<file path="config.mk">
export PLATFORM = sky130hd
export DESIGN_NAME = obs_scheduler
export DESIGN_NICKNAME = d
export VERILOG_FILES = /design/src/rtl/obs_pkg.sv /design/src/rtl/obs_lfsr.sv /design/src/rtl/obs_scheduler.sv
export SDC_FILE = /design/constraint.sdc
export NUM_CORES = 1
export LEC_CHECK = 0
export ABC_AREA = 1
export CELL_PAD_IN_SITES_DETAIL_PLACEMENT = 1
export CELL_PAD_IN_SITES_GLOBAL_PLACEMENT = 1
export CORE_ASPECT_RATIO = 1.25
export CORE_MARGIN = 2
export CORE_UTILIZATION = 46
export CTS_CLUSTER_DIAMETER = 200
export DETAILED_ROUTE_END_ITERATION = 10
export GPL_TIMING_DRIVEN = 1
export PLACE_DENSITY_LB_ADDON = 0.15
export SLEW_MARGIN = 20
export SYNTH_ARGS = -nofsm -noshare
export SYNTH_HDL_FRONTEND = slang
export SYNTH_SLANG_ARGS = --single-unit
</file>
<file path="constraint.sdc">
create_clock -name clk -period 3.2 [get_ports clk]
set_input_delay 0.64 -clock clk [delete_from_list [all_inputs] [get_ports clk]]
set_output_delay 0.64 -clock clk [all_outputs]
set_load 0.03 [all_outputs]
</file>
<file path="src/rtl/obs_pkg.sv">
// Shared definitions for the obstacle scheduler: obstacle type encodings,
// sprite geometry, per-type vertical offsets and LFSR constants.
package obs_pkg;

  typedef enum logic [2:0] {
    OBS_EMPTY   = 3'b000,
    CAC_3       = 3'b001,
    CAC_2       = 3'b010,
    CAC_THICK_1 = 3'b011,
    CAC_THICK_2 = 3'b100,
    CAC_THIN    = 3'b101,
    BIRD_LOW    = 3'b110,
    BIRD_HIGH   = 3'b111
  } obs_type_e;

  typedef enum logic {ST_IDLE, ST_RUN} ctl_state_e;

  // Registered pixel response towards the sprite ROM.
  typedef struct packed {
    logic [2:0] typ;
    logic [2:0] cnt;
  } pix_rsp_t;

  localparam int SPR_W = 16;
  localparam int SPR_H = 32;

  // Distance from the ground line up to the sprite's top row.
  localparam logic [10:0] CAC_Y_OFF       = 11'd32;
  localparam logic [10:0] BIRD_LOW_Y_OFF  = 11'd56;
  localparam logic [10:0] BIRD_HIGH_Y_OFF = 11'd88;

  localparam logic [7:0] LFSR_SEED = 8'hA5;

  function automatic logic [10:0] sprite_top(input logic [2:0] typ,
                                             input logic [10:0] ground);
    case (typ)
      BIRD_LOW:  sprite_top = ground - BIRD_LOW_Y_OFF;
      BIRD_HIGH: sprite_top = ground - BIRD_HIGH_Y_OFF;
      default:   sprite_top = ground - CAC_Y_OFF;
    endcase
  endfunction

endpackage

</file>
<file path="src/rtl/obs_lfsr.sv">
// 8-bit Fibonacci LFSR, x^8+x^6+x^5+x^4+1, shifting left with the feedback
// bit entering at [0]. Loads LFSR_SEED on reset, advances only when en=1.
// Ports: clk, rst_n (async low), en, q (current state).
module obs_lfsr
  import obs_pkg::*;
(
  input  logic       clk,
  input  logic       rst_n,
  input  logic       en,
  output logic [7:0] q
);

  always_ff @(posedge clk or negedge rst_n) begin
    if (!rst_n)  q <= LFSR_SEED;
    else if (en) q <= {q[6:0], q[7] ^ q[5] ^ q[4] ^ q[3]};
  end

endmodule

</file>
<file path="src/rtl/obs_scheduler.sv">
// Obstacle slot owner for the dino game. Spawns obstacles at pseudo-random
// frame intervals, scrolls them left once per frame, retires them at the
// left edge, and per pixel selects the covering obstacle for the sprite ROM.
// Ports:
//   clk, rst_n      clock, async active-low reset
//   i_frame_tick    1-cycle pulse per frame
//   i_game_run      game running; low clears all slots
//   i_speed         scroll px per frame
//   i_hpos, i_vpos  current pixel
//   o_rom_counter   {row[1:0], col} sprite cell index (1 clk latency)
//   o_obs_type      obstacle type at pixel, 0 when none (1 clk latency)
//   o_obs_passed    1-cycle pulse when any obstacle retires
module obs_scheduler
  import obs_pkg::*;
#(
  parameter int NUM_SLOTS  = 2,
  parameter int SCREEN_W   = 640,
  parameter int GROUND_Y   = 400,
  parameter int CELL_SHIFT = 3,
  parameter int FIRST_GAP  = 60,
  parameter int MIN_GAP    = 24
) (
  input  logic       clk,
  input  logic       rst_n,
  input  logic       i_frame_tick,
  input  logic       i_game_run,
  input  logic [3:0] i_speed,
  input  logic [9:0] i_hpos,
  input  logic [9:0] i_vpos,
  output logic [2:0] o_rom_counter,
  output logic [2:0] o_obs_type,
  output logic       o_obs_passed
);

  localparam int TMR_W = 8;
  localparam int IDX_W = (NUM_SLOTS > 1) ? $clog2(NUM_SLOTS) : 1;

  ctl_state_e state, state_nxt;

  logic [NUM_SLOTS-1:0]             slot_vld, vld_n;
  logic [NUM_SLOTS-1:0][10:0]       slot_x, x_n;
  logic [NUM_SLOTS-1:0][2:0]        slot_type, type_n;
  logic [TMR_W-1:0]                 timer, timer_n;
  logic                             passed_n;
  logic [7:0]                       lfsr;
  logic                             run_tick;
  logic                             free_found;
  logic [IDX_W-1:0]                 free_idx;
  logic [2:0]                       spawn_type;
  logic [10:0]                      spd, hpos, vpos, ground;
  logic [NUM_SLOTS-1:0]             hit;
  logic [NUM_SLOTS-1:0][2:0]        hit_cnt;
  pix_rsp_t                         pix, pix_n;

  assign spd    = {7'd0, i_speed};
  assign hpos   = {1'b0, i_hpos};
  assign vpos   = {1'b0, i_vpos};
  assign ground = 11'(GROUND_Y);

  assign run_tick = (state == ST_RUN) && i_game_run && i_frame_tick;

  obs_lfsr u_lfsr (
    .clk   (clk),
    .rst_n (rst_n),
    .en    (run_tick),
    .q     (lfsr)
  );

  // Type 000 is reserved for "no obstacle", so fold it onto CAC_3.
  assign spawn_type = (lfsr[2:0] == 3'b000) ? 3'(CAC_3) : lfsr[2:0];

  // ---------------- control FSM ----------------
  always_ff @(posedge clk or negedge rst_n) begin
    if (!rst_n) state <= ST_IDLE;
    else        state <= state_nxt;
  end

  always_comb begin
    state_nxt = state;
    case (state)
      ST_IDLE: if (i_game_run)  state_nxt = ST_RUN;
      ST_RUN:  if (!i_game_run) state_nxt = ST_IDLE;
      default: state_nxt = ST_IDLE;
    endcase
  end

  // ---------------- slot / spawn update ----------------
  always_comb begin
    vld_n      = slot_vld;
    x_n        = slot_x;
    type_n     = slot_type;
    timer_n    = timer;
    passed_n   = 1'b0;
    free_found = 1'b0;
    free_idx   = '0;

    // Lowest slot that is free before this tick; slots retiring on this
    // tick are deliberately not eligible until the next one.
    for (int i = 0; i < NUM_SLOTS; i++) begin
      if (!slot_vld[i] && !free_found) begin
        free_found = 1'b1;
        free_idx   = IDX_W'(i);
      end
    end

    if (!i_game_run) begin
      vld_n = '0;
    end else if (state == ST_IDLE) begin
      timer_n = TMR_W'(FIRST_GAP);
    end else if (i_frame_tick) begin
      for (int i = 0; i < NUM_SLOTS; i++) begin
        if (slot_vld[i]) begin
          if (slot_x[i] < spd) begin
            vld_n[i] = 1'b0;
            passed_n = 1'b1;
          end else begin
            x_n[i] = slot_x[i] - spd;
          end
        end
      end
      if (timer != '0) begin
        timer_n = timer - TMR_W'(1);
      end else if (free_found) begin
        vld_n[free_idx]  = 1'b1;
        x_n[free_idx]    = 11'(SCREEN_W);
        type_n[free_idx] = spawn_type;
        timer_n          = TMR_W'(MIN_GAP) + TMR_W'(lfsr[7:3]);
      end
      // timer == 0 with no free slot: hold at 0 and retry next tick
    end
  end

  // ---------------- pixel hit test ----------------
  for (genvar g = 0; g < NUM_SLOTS; g++) begin : g_slot
    logic [10:0] top, dx, dy;
    assign top = sprite_top(slot_type[g], ground);
    assign dx  = hpos - slot_x[g];
    assign dy  = vpos - top;
    // The >= guards make dx/dy valid offsets, so upper bounds are just < size.
    assign hit[g] = slot_vld[g] && (hpos >= slot_x[g]) && (dx < 11'(SPR_W)) &&
                    (vpos >= top) && (dy < 11'(SPR_H));
    assign hit_cnt[g] = {dy[CELL_SHIFT+1:CELL_SHIFT], dx[CELL_SHIFT]};
  end

  always_comb begin
    pix_n = '0;
    // Walk downwards so the lowest-index hit overwrites the others.
    for (int i = NUM_SLOTS - 1; i >= 0; i--) begin
      if (hit[i]) begin
        pix_n.typ = slot_type[i];
        pix_n.cnt = hit_cnt[i];
      end
    end
    if (!i_game_run) pix_n = '0;
  end

  // ---------------- registers ----------------
  always_ff @(posedge clk or negedge rst_n) begin
    if (!rst_n) begin
      slot_vld     <= '0;
      slot_x       <= '0;
      slot_type    <= '0;
      timer        <= TMR_W'(FIRST_GAP);
      pix          <= '0;
      o_obs_passed <= 1'b0;
    end else begin
      slot_vld     <= vld_n;
      slot_x       <= x_n;
      slot_type    <= type_n;
      timer        <= timer_n;
      pix          <= pix_n;
      o_obs_passed <= passed_n;
    end
  end

  assign o_obs_type    = pix.typ;
  assign o_rom_counter = pix.cnt;

endmodule

</file>
; Yosys cells after proc, flatten, opt, wreduce, memory -nomap -nowiden
; Index checks and enable logic that the tools add are counted.
[totals]
ff_bits = 54
latchBits = 0
ram_bits = 0
rom_bits = 0
elab_cells = 121
mem_count = 0
[classes]
n_addsub = 8
mul = 0
n_div = 0
order_cmp = 12
eq_ne = 8
shifts = 0
n_mux = 55
bitwise_logic = 8
n_reduce_logical = 19
[ops]
columns = op, count
row1 = $mux W11, 11
row2 = $ge A10 B11 Y1, 4
row3 = $mux W22, 2
row4 = $sub A10 B11 Y11, 4
row5 = $mux W8, 4
row6 = $pmux W7 S2, 2
row7 = $lt A11 B4 Y1, 2
row8 = $lt A11 B5 Y1 const B, 2
row9 = $lt A11 B6 Y1 const B, 2
row10 = $mux W1, 22
row11 = $sub A11 B4 Y11, 2
row12 = $and A18 B18 Y18, 1
row13 = $mux W6, 3
row14 = $not A18 Y18, 1
row15 = $eq A3 B3 Y1 const B, 4
row16 = $logic_and A1 B1 Y1, 12
row17 = $demux W11 S1, 1
row18 = $mux W2, 5
row19 = $reduce_bool A8 Y1, 1
row20 = $sub A8 B1 Y8 const B, 1
row21 = $add A5 B5 Y6 const A, 1
row22 = $bwmux W6, 1
row23 = $mux W3, 2
row24 = $reduce_and A3 Y1, 2
row25 = 15 further kinds, 18

; Depth between registers and ports, before layout
; Gate-level depths: netlist (run 1).
[logic_depth]
word_depth = 13
ltp_mapped = 18
ltp_nobuf = 17

; Cells and area by module
; From an unflattened synthesis (run 1), not the netlist that was laid out.
[hier_totals]
hier_cells = 715
area_unflattened_um2 = 4639.4
[by_module_without_submodules]
columns = mod, instances, cells_each, area_per_inst_um2
row1 = obs_scheduler, 1, 669, 4271.6
row2 = obs_lfsr, 1, 46, 367.9

; Worst setup path before layout (run 1)
; No wires, ideal clock.
[synth_path]
path_kind = input port to flip-flop
start = input i_speed[0]
end = register slot_x[21] (netlist name)
setup_ns = 0.132
arrival_ns = 2.050
slack_ns = 1.018
stages = 9
n_path_buf = 0
path_cell_list = ha_1 > inv_1 > fa_1 > a21oi_1 > o21ai_0 > nor4_1 > nand4_1 > nand4_1 > o21ai_0
[synth_between]
elab_chain_len = 9
word_cells_on_any_way = 10
cone_classes = add/sub: 1 / order compare: 1 / mux: 7 / bitwise: 1
[synth_lines]
columns = element, line
row1 = from (decl), obs_scheduler.sv:27  ; input logic [3:0] i_speed,
row2 = $sub A11 B4 Y11 or $lt A11 B4 Y1 (tied branches), "obs_scheduler.sv:117, obs_scheduler.sv:113"
row3 = $mux W11 *, obs_scheduler.sv:113  ; if (slot_x[i] < spd) begin
row4 = $mux W11 *, obs_scheduler.sv:112  ; if (slot_vld[i]) begin
row5 = $mux W11 *, obs_scheduler.sv:110  ; end else if (i_frame_tick) begin
row6 = $mux W11 *, obs_scheduler.sv:108  ; end else if (state == ST_IDLE) begin
row7 = $mux W11 *, obs_scheduler.sv:106  ; if (!i_game_run) begin
row8 = $and A18 B18 Y18 (no source line), n/a
row9 = $mux W22, obs_scheduler.sv:123  ; end else if (free_found) begin
row10 = $mux W22 *, obs_scheduler.sv:121  ; if (timer != '0) begin
row11 = to (signal assigned), obs_scheduler.sv:168  ; slot_x <= x_n;
row12 = to (decl), obs_scheduler.sv:41  ; logic [NUM_SLOTS-1:0][10:0] slot_x, x_n;
; Mark *: on every way between the ends. The rest lies on a longest branch, timed or not. The select of a mux whose other input is x is not followed.
; A chain may end at the register's enable or synchronous reset.

; Worst setup path in the final report (run 1)
; Ends and elaborated chain as after synthesis.

==> impl_metrics.ini, run 1 <==
[pwr]
p_leak_nw = 2.73
p_per_area_nw_per_um2 = 470
ir_drop_uv = 349

[global_route]
grt_max_degree = 45
grt_pass1_wl_um = 23000
antenna_found_initial = 0
grt_overflow_total = 0
grt_pass1_vias = 4998
track_usage_pct = 26.8

[clock_tree]
htreeDepth = 2
cts_setup_buffers = 0
cts_hold_buffers = 0
insertion_delay_ps = 300
cts_tree = done
clkSinkCount = 54
numCtsBuffers = 5
cts_buffer_depth = 2
cts_root_buf = clkbuf_16
clk_pin_slew_worst_paths_ps = 70
cts_resized = 0

[logic_synthesis]
syn_area_per_cell_um2 = 6.62
synth.net_count = 759
syn-instance-count = 691
yosysUniqueCellTypes = 40
netlist_area_um2 = 4580
ys_ff_latch = 54
seq_area_frac_synth_pct = 29.7
ys_warn_count = 0

[timing]
drv_slew = 0
worst_pin_slew_ps = 664
timing.fmax_mhz = 356
rsz0062_at_grt = false
setup_tns_ps = 0
hold_violations = 0
timing.slew.headroom_pct = 55.4
fin_skew_ps = 6.45
period_share_pct = 87.8
finalSetupViolCount = 0
fin_crit_ps = 2810

[hold_path]
hp-class = input port to async pin

[final_layout]
diodes = 0
layout-drive-gt1-share_pct = 6.32
final_cells = 854
areaGrowthSynthToFinish_pct = 14.1
layout.nets = 795
fillers = 1356

[place]
dp.final_hpwl_um = 10900
io_buffers = 34
dp_cells = 846
routabilityCongestion = 0.937

[critical_path]
rr_worst_depth = 14
cp_data_arrival_time_ps = 2990
timing_worst_setup_path_type = input port to register
crit_fanout = 4
startpoint_type = input port
worst_setup_path_end_kind = register
critPathRequiredTime_ps = 3380

[floorplanning]
die-width_um = 93.2
num_rows = 40
core_area_um2 = 9660
die_y_um = 116
dieArea_um2 = 10800
initial_core_util_pct = 47.4
ios = 35

[routing]
wl_um = 13500
drc = 0
met1Wirelength_um = 5970
drt-initial-drc-count = 121
vias_per_cell = 5.36
ant_nets = 0
met3_length_um = 312
vias = 4581
detail_route.wl_per_cell_um = 15.8
maxUsedRoutingLayer = met4
met2_length_um = 6970
dr.pass1.iters = 4

[run]
drv_cap = 0

[outcome]
outcome = completed
sequential cells by signal, summed over array words and instances (netlist names):
name / count
state: 1
slot_x: 22
slot_type: 6
o_obs_passed: 1
slot_vld: 2
timer: 8
u_lfsr.q: 8
o_obs_type: 3
o_rom_counter: 3
synthesized netlist by cell type, drive strengths merged:
cell     count  area share [%]
or2          2            0.27
inv        119             9.8
nand2      196              16
dfstp        8             4.6
a22oi        4            0.66
clkbuf       3            0.25
nor2        83             7.1
o311ai       1            0.19
a31oi        2            0.41
xor2        10             1.9
buf          6            0.93
nand3b       3            0.49
nand4       17             2.3
a21oi       23             2.6
xnor2        4            0.77
nand3       48             5.2
dfrtp       46              25
nor3        10             1.4
fa           2            0.87
ha          38              10
o21ai       52             5.9
a21boi       1            0.16
o21bai       1            0.16
o2111ai      1            0.19
nor3b        1            0.16
o211ai       6             1.1
a2bb2oi      1            0.19
o22ai        2            0.27
nor4         1            0.14
critical path, cell delays in order:
cell	delay, ps
clkdlybuf4s50_1	510
ha_1	160
inv_1	60
fa_1	410
a21oi_1	180
o21ai_0	130
nor4_1	530
nand4_1	160
nand4_1	130
o21ai_0	80
per-stage QoR:
| step | setup slack [ps] | util, % | power [W] | hold slack [ps] | instance area [µm²] |
|---|---|---|---|---|---|
| finish | 391 | 54.1 | 0.00245 | 322 | 5220 |
| global route | 79.5 | 54.1 | 0.00264 | 382 | 5220 |
| CTS | 395 | 54.0 | 0.00246 | 504 | 5220 |
| detailed placement | 83.0 | 52.2 | 0.00181 | 493 | 5050 |
| global placement | 250 | 52.2 | 0.00175 | 480 | 5050 |
| floorplan | 1020 | - | 0.00153 | 344 | 4580 |
kinds of logic (layout without fill, tap and decap cells):
kind of cell             Yosys count  after routing  share of synthesized area, %
flip-flops                        54             54                          29.7
AO/OA/AOI/OAI                     94             94                          11.9
buffers and inverters            128            165                          10.9
AND/OR/NAND/NOR                  361            361                          33.5
XOR/XNOR                          14             14                          2.68
adder cells (fa/ha/maj)           40             40                          11.3
worst paths after layout:
path                                   start                to  slack (ps)
max in group asynchronous              rst_n  o_rom_counter[2]        2260
worst max-delay path              i_speed[0]        slot_x[21]         390
worst max register to register  slot_type[1]     o_obs_type[1]         720
min in group clk                    timer[4]          timer[4]         500
worst min-delay path                   rst_n        slot_x[11]         320
worst min register to register      timer[4]          timer[4]         500
layout by cell type (no fill, tap or decap), types with 6 or more instances in the layout:
| cell type | count |
|---|---|
| nor2_1 | 77 |
| nor3_1 | 8 |
| ha_1 | 38 |
| dfrtp_1 | 46 |
| nor2_2 | 6 |
| dfstp_2 | 8 |
| o21ai_0 | 40 |
| o21ai_1 | 9 |
| nand4_1 | 17 |
| clkdlybuf4s50_1 | 33 |
| nand3_1 | 48 |
| xor2_1 | 10 |
| nand2_1 | 192 |
| inv_1 | 114 |
| a21oi_1 | 22 |
final cells by class:
| cell class | instances | area [µm²] | share of cell area (%) |
|---|---|---|---|
| Sequential cell | 54 | 1360 | 26.1 |
| Clock inverter | 3 | 47.5 | 0.911 |
| Clock buffer | 5 | 125 | 2.40 |
| Inverter | 119 | 447 | 8.55 |
| Multi-Input combinational cell | 509 | 2720 | 52.0 |
| Timing Repair Buffer | 38 | 368 | 7.05 |
| Tap cell | 126 | 158 | 3.02 |
power by group:
group | switching [W] | internal, W
logic | 0.000575 | 0.000330
clock network | 0.000274 | 0.000376
registers | 0.0000963 | 0.000801
layer usage:
layer / up-vias / track usage (%)
li1: 2284 / -
met1: 2227 / 32.1
met2: 53 / 50.2
met3: 17 / 2.86
met4: 0 / 8.63
met5: - / 0
Power figures use the tool's default switching activity.
==> run 2, diff against run 1 <==
CELL_PAD_IN_SITES_DETAIL_PLACEMENT = default   (was 1)
CELL_PAD_IN_SITES_GLOBAL_PLACEMENT = default   (was 1)
CORE_UTILIZATION = 60   (was 46)
PLACE_DENSITY = 0.8   (was default)
PLACE_DENSITY_LB_ADDON = default   (was 0.15)
==> impl_metrics.ini, run 2 (same netlist as run 1, synthesis figures left out) <==
[pwr]
p_comb_share_pct = 38.8
switching_share_pct = 38.7
clockPowerShare_pct = 21.3
ir_drop_uv = 479
power.switching_w = 0.000867
intPower_w = 0.00137
p_per_area_nw_per_um2 = 436
p_leak_nw = 2.70
power_frac_seq_pct = 39.9

[clock_tree]
htreeDepth = 2
cts_setup_buffers = 0
numCtsBuffers = 5
cts_tree = done
cts_buffer_depth = 2
cts_resized = 0
clkSinkCount = 54
cts_root_buf = clkbuf_8
cts_hold_buffers = 0
clk_pin_slew_worst_paths_ps = 110
insertion_delay_ps = 310

[timing]
fin_skew_ps = 10.6
worst_pin_slew_ps = 480
rsz0062_at_grt = false
drv_slew = 0
timing.slew.headroom_pct = 67.7
fin_crit_ps = 2720
whs_ps = 220
period_share_pct = 84.9
timing.fmax_mhz = 368
hold_violations = 0
setup_tns_ps = 0
finalSetupViolCount = 0

[global_route]
track_usage_pct = 28.3
antenna_found_initial = 0
grt_pass1_wl_um = 18600
grt_overflow_total = 0
grt_pass1_vias = 4312
grt_max_degree = 41

[critical_path]
crit_fanout = 11
startpoint_type = input port
path_buf_inv = 4
timing_worst_setup_path_type = input port to register
crit_chain = clkdlybuf4s50_1 > inv_1 > ha_1 > inv_1 > ha_1 > nand3_1 > inv_1 > nor2_1 > nor2_1 > nand3_1 > nor2_1 > nand2_1 > nor2_1 > nand4_1 > nor2_1 > nor2_1
reg2reg_slack_ps = 720
crit_slowest_cell = clkdlybuf4s50_1
cpMostUsedCell = nor2_1
max_stage_delay_ps = 450
cp_data_arrival_time_ps = 2930
worst_setup_path_end_kind = register
path_delay_family = simple AND/OR/NAND/NOR gates
critPathRequiredTime_ps = 3410

[final_layout]
postLayoutCoreUtil_pct = 69.3
reg_top3 = slot_x (22), timer (8), u_lfsr.q (8)
regMostFlops = slot_x
multi_input_area_um2 = 2720
diodes = 0
final_common_cell = nand2_1
areaGrowthSynthToFinish_pct = 12.1
final_cell_mix = nand2_1 (192), inv_1 (114), nor2_1 (77)
layout.nets = 796
final_cells = 821
regArea_um2 = 1360
fillers = 659
layout-drive-gt1-share_pct = 6.45
largest_reg_flops = 22

[floorplanning]
ios = 35
dieArea_um2 = 8350
num_rows = 35
die-width_um = 82.1
initial_core_util_pct = 61.8
die_y_um = 102
core_area_um2 = 7400

[outcome]
outcome = completed

[place]
io_buffers = 34
dp.final_hpwl_um = 8770
dp_cells = 813
routabilityCongestion = 0.899

[routing]
vias = 4504
wl_um = 11000
vias_per_cell = 5.49
drt-initial-drc-count = 253
ant_nets = 0
drc = 0
detail_route.wl_per_cell_um = 13.3
dr.pass1.iters = 5

[hold_path]
hp-class = input port to async pin

[run]
drv_cap = 0
-- run 2: cell types whose count changed in the layout (fill, tap and decap cells not counted) --
cell,before,now
buf_2,0,1
clkbuf_16,5,0
clkbuf_8,0,5
clkinvlp_4,0,1
inv_6,2,0
inv_8,0,1
-- run 2: per-stage QoR --
step | worst slack, ps | area [µm²] | power (W)
floorplan | 1020 | 4580 | 0.00153
global placement | 308 | 5010 | 0.00173
detailed placement | 159 | 5010 | 0.00176
CTS | 510 | 5130 | 0.00223
global route | 216 | 5130 | 0.00241
finish | 485 | 5130 | 0.00224
-- run 2: worst reg2reg max path, delay by kind of cell, from the launching register on --
family	cells	cell delay [ps]
adders and majority gates	1	320
buffers and inverters	1	80
DFF	1	430
and+or+nand+nor	13	1550
-- run 2: routing by layer --
metal	global-route usage (%)	vias to the layer above	share of wire (%)
li1	-	2289	-
met3	2.32	19	4.1
met5	0	-	0
met1	35.5	2074	44
met4	9.62	0	2.4
met2	50.6	122	50
-- run 2: power groups by stage --
stage | Sequential, W | Combinational, W | Clock (W)
after floorplan | 0.000880 | 0.000651 | 0
after global placement | 0.000898 | 0.000831 | 0
after detailed placement | 0.000905 | 0.000857 | 0
after CTS | 0.000892 | 0.000863 | 0.000479
after global routing | 0.000907 | 0.000997 | 0.000504
final | 0.000893 | 0.000867 | 0.000477
-- run 2: area by class of cell --
cell class / count / area share, %
multi-input combinational: 509 / 52.9
sequential: 54 / 26.5
inverter: 119 / 8.71
timing repair buffer: 39 / 7.27
tap: 92 / 2.24
clock buffer: 5 / 1.34
clock inverter: 3 / 0.951
-- run 2: final timing paths --
kind / start / endpoint / cells after the start
min: rst_n / slot_x[13] / 1
min reg2reg: u_lfsr.q[2] / u_lfsr.q[2] / 2
min in group clk: u_lfsr.q[2] / u_lfsr.q[2] / 2
max in group asynchronous: rst_n / u_lfsr.q[5] / 2
max reg2reg: slot_type[2] / o_obs_type[2] / 15
max: i_vpos[3] / o_obs_type[2] / 16
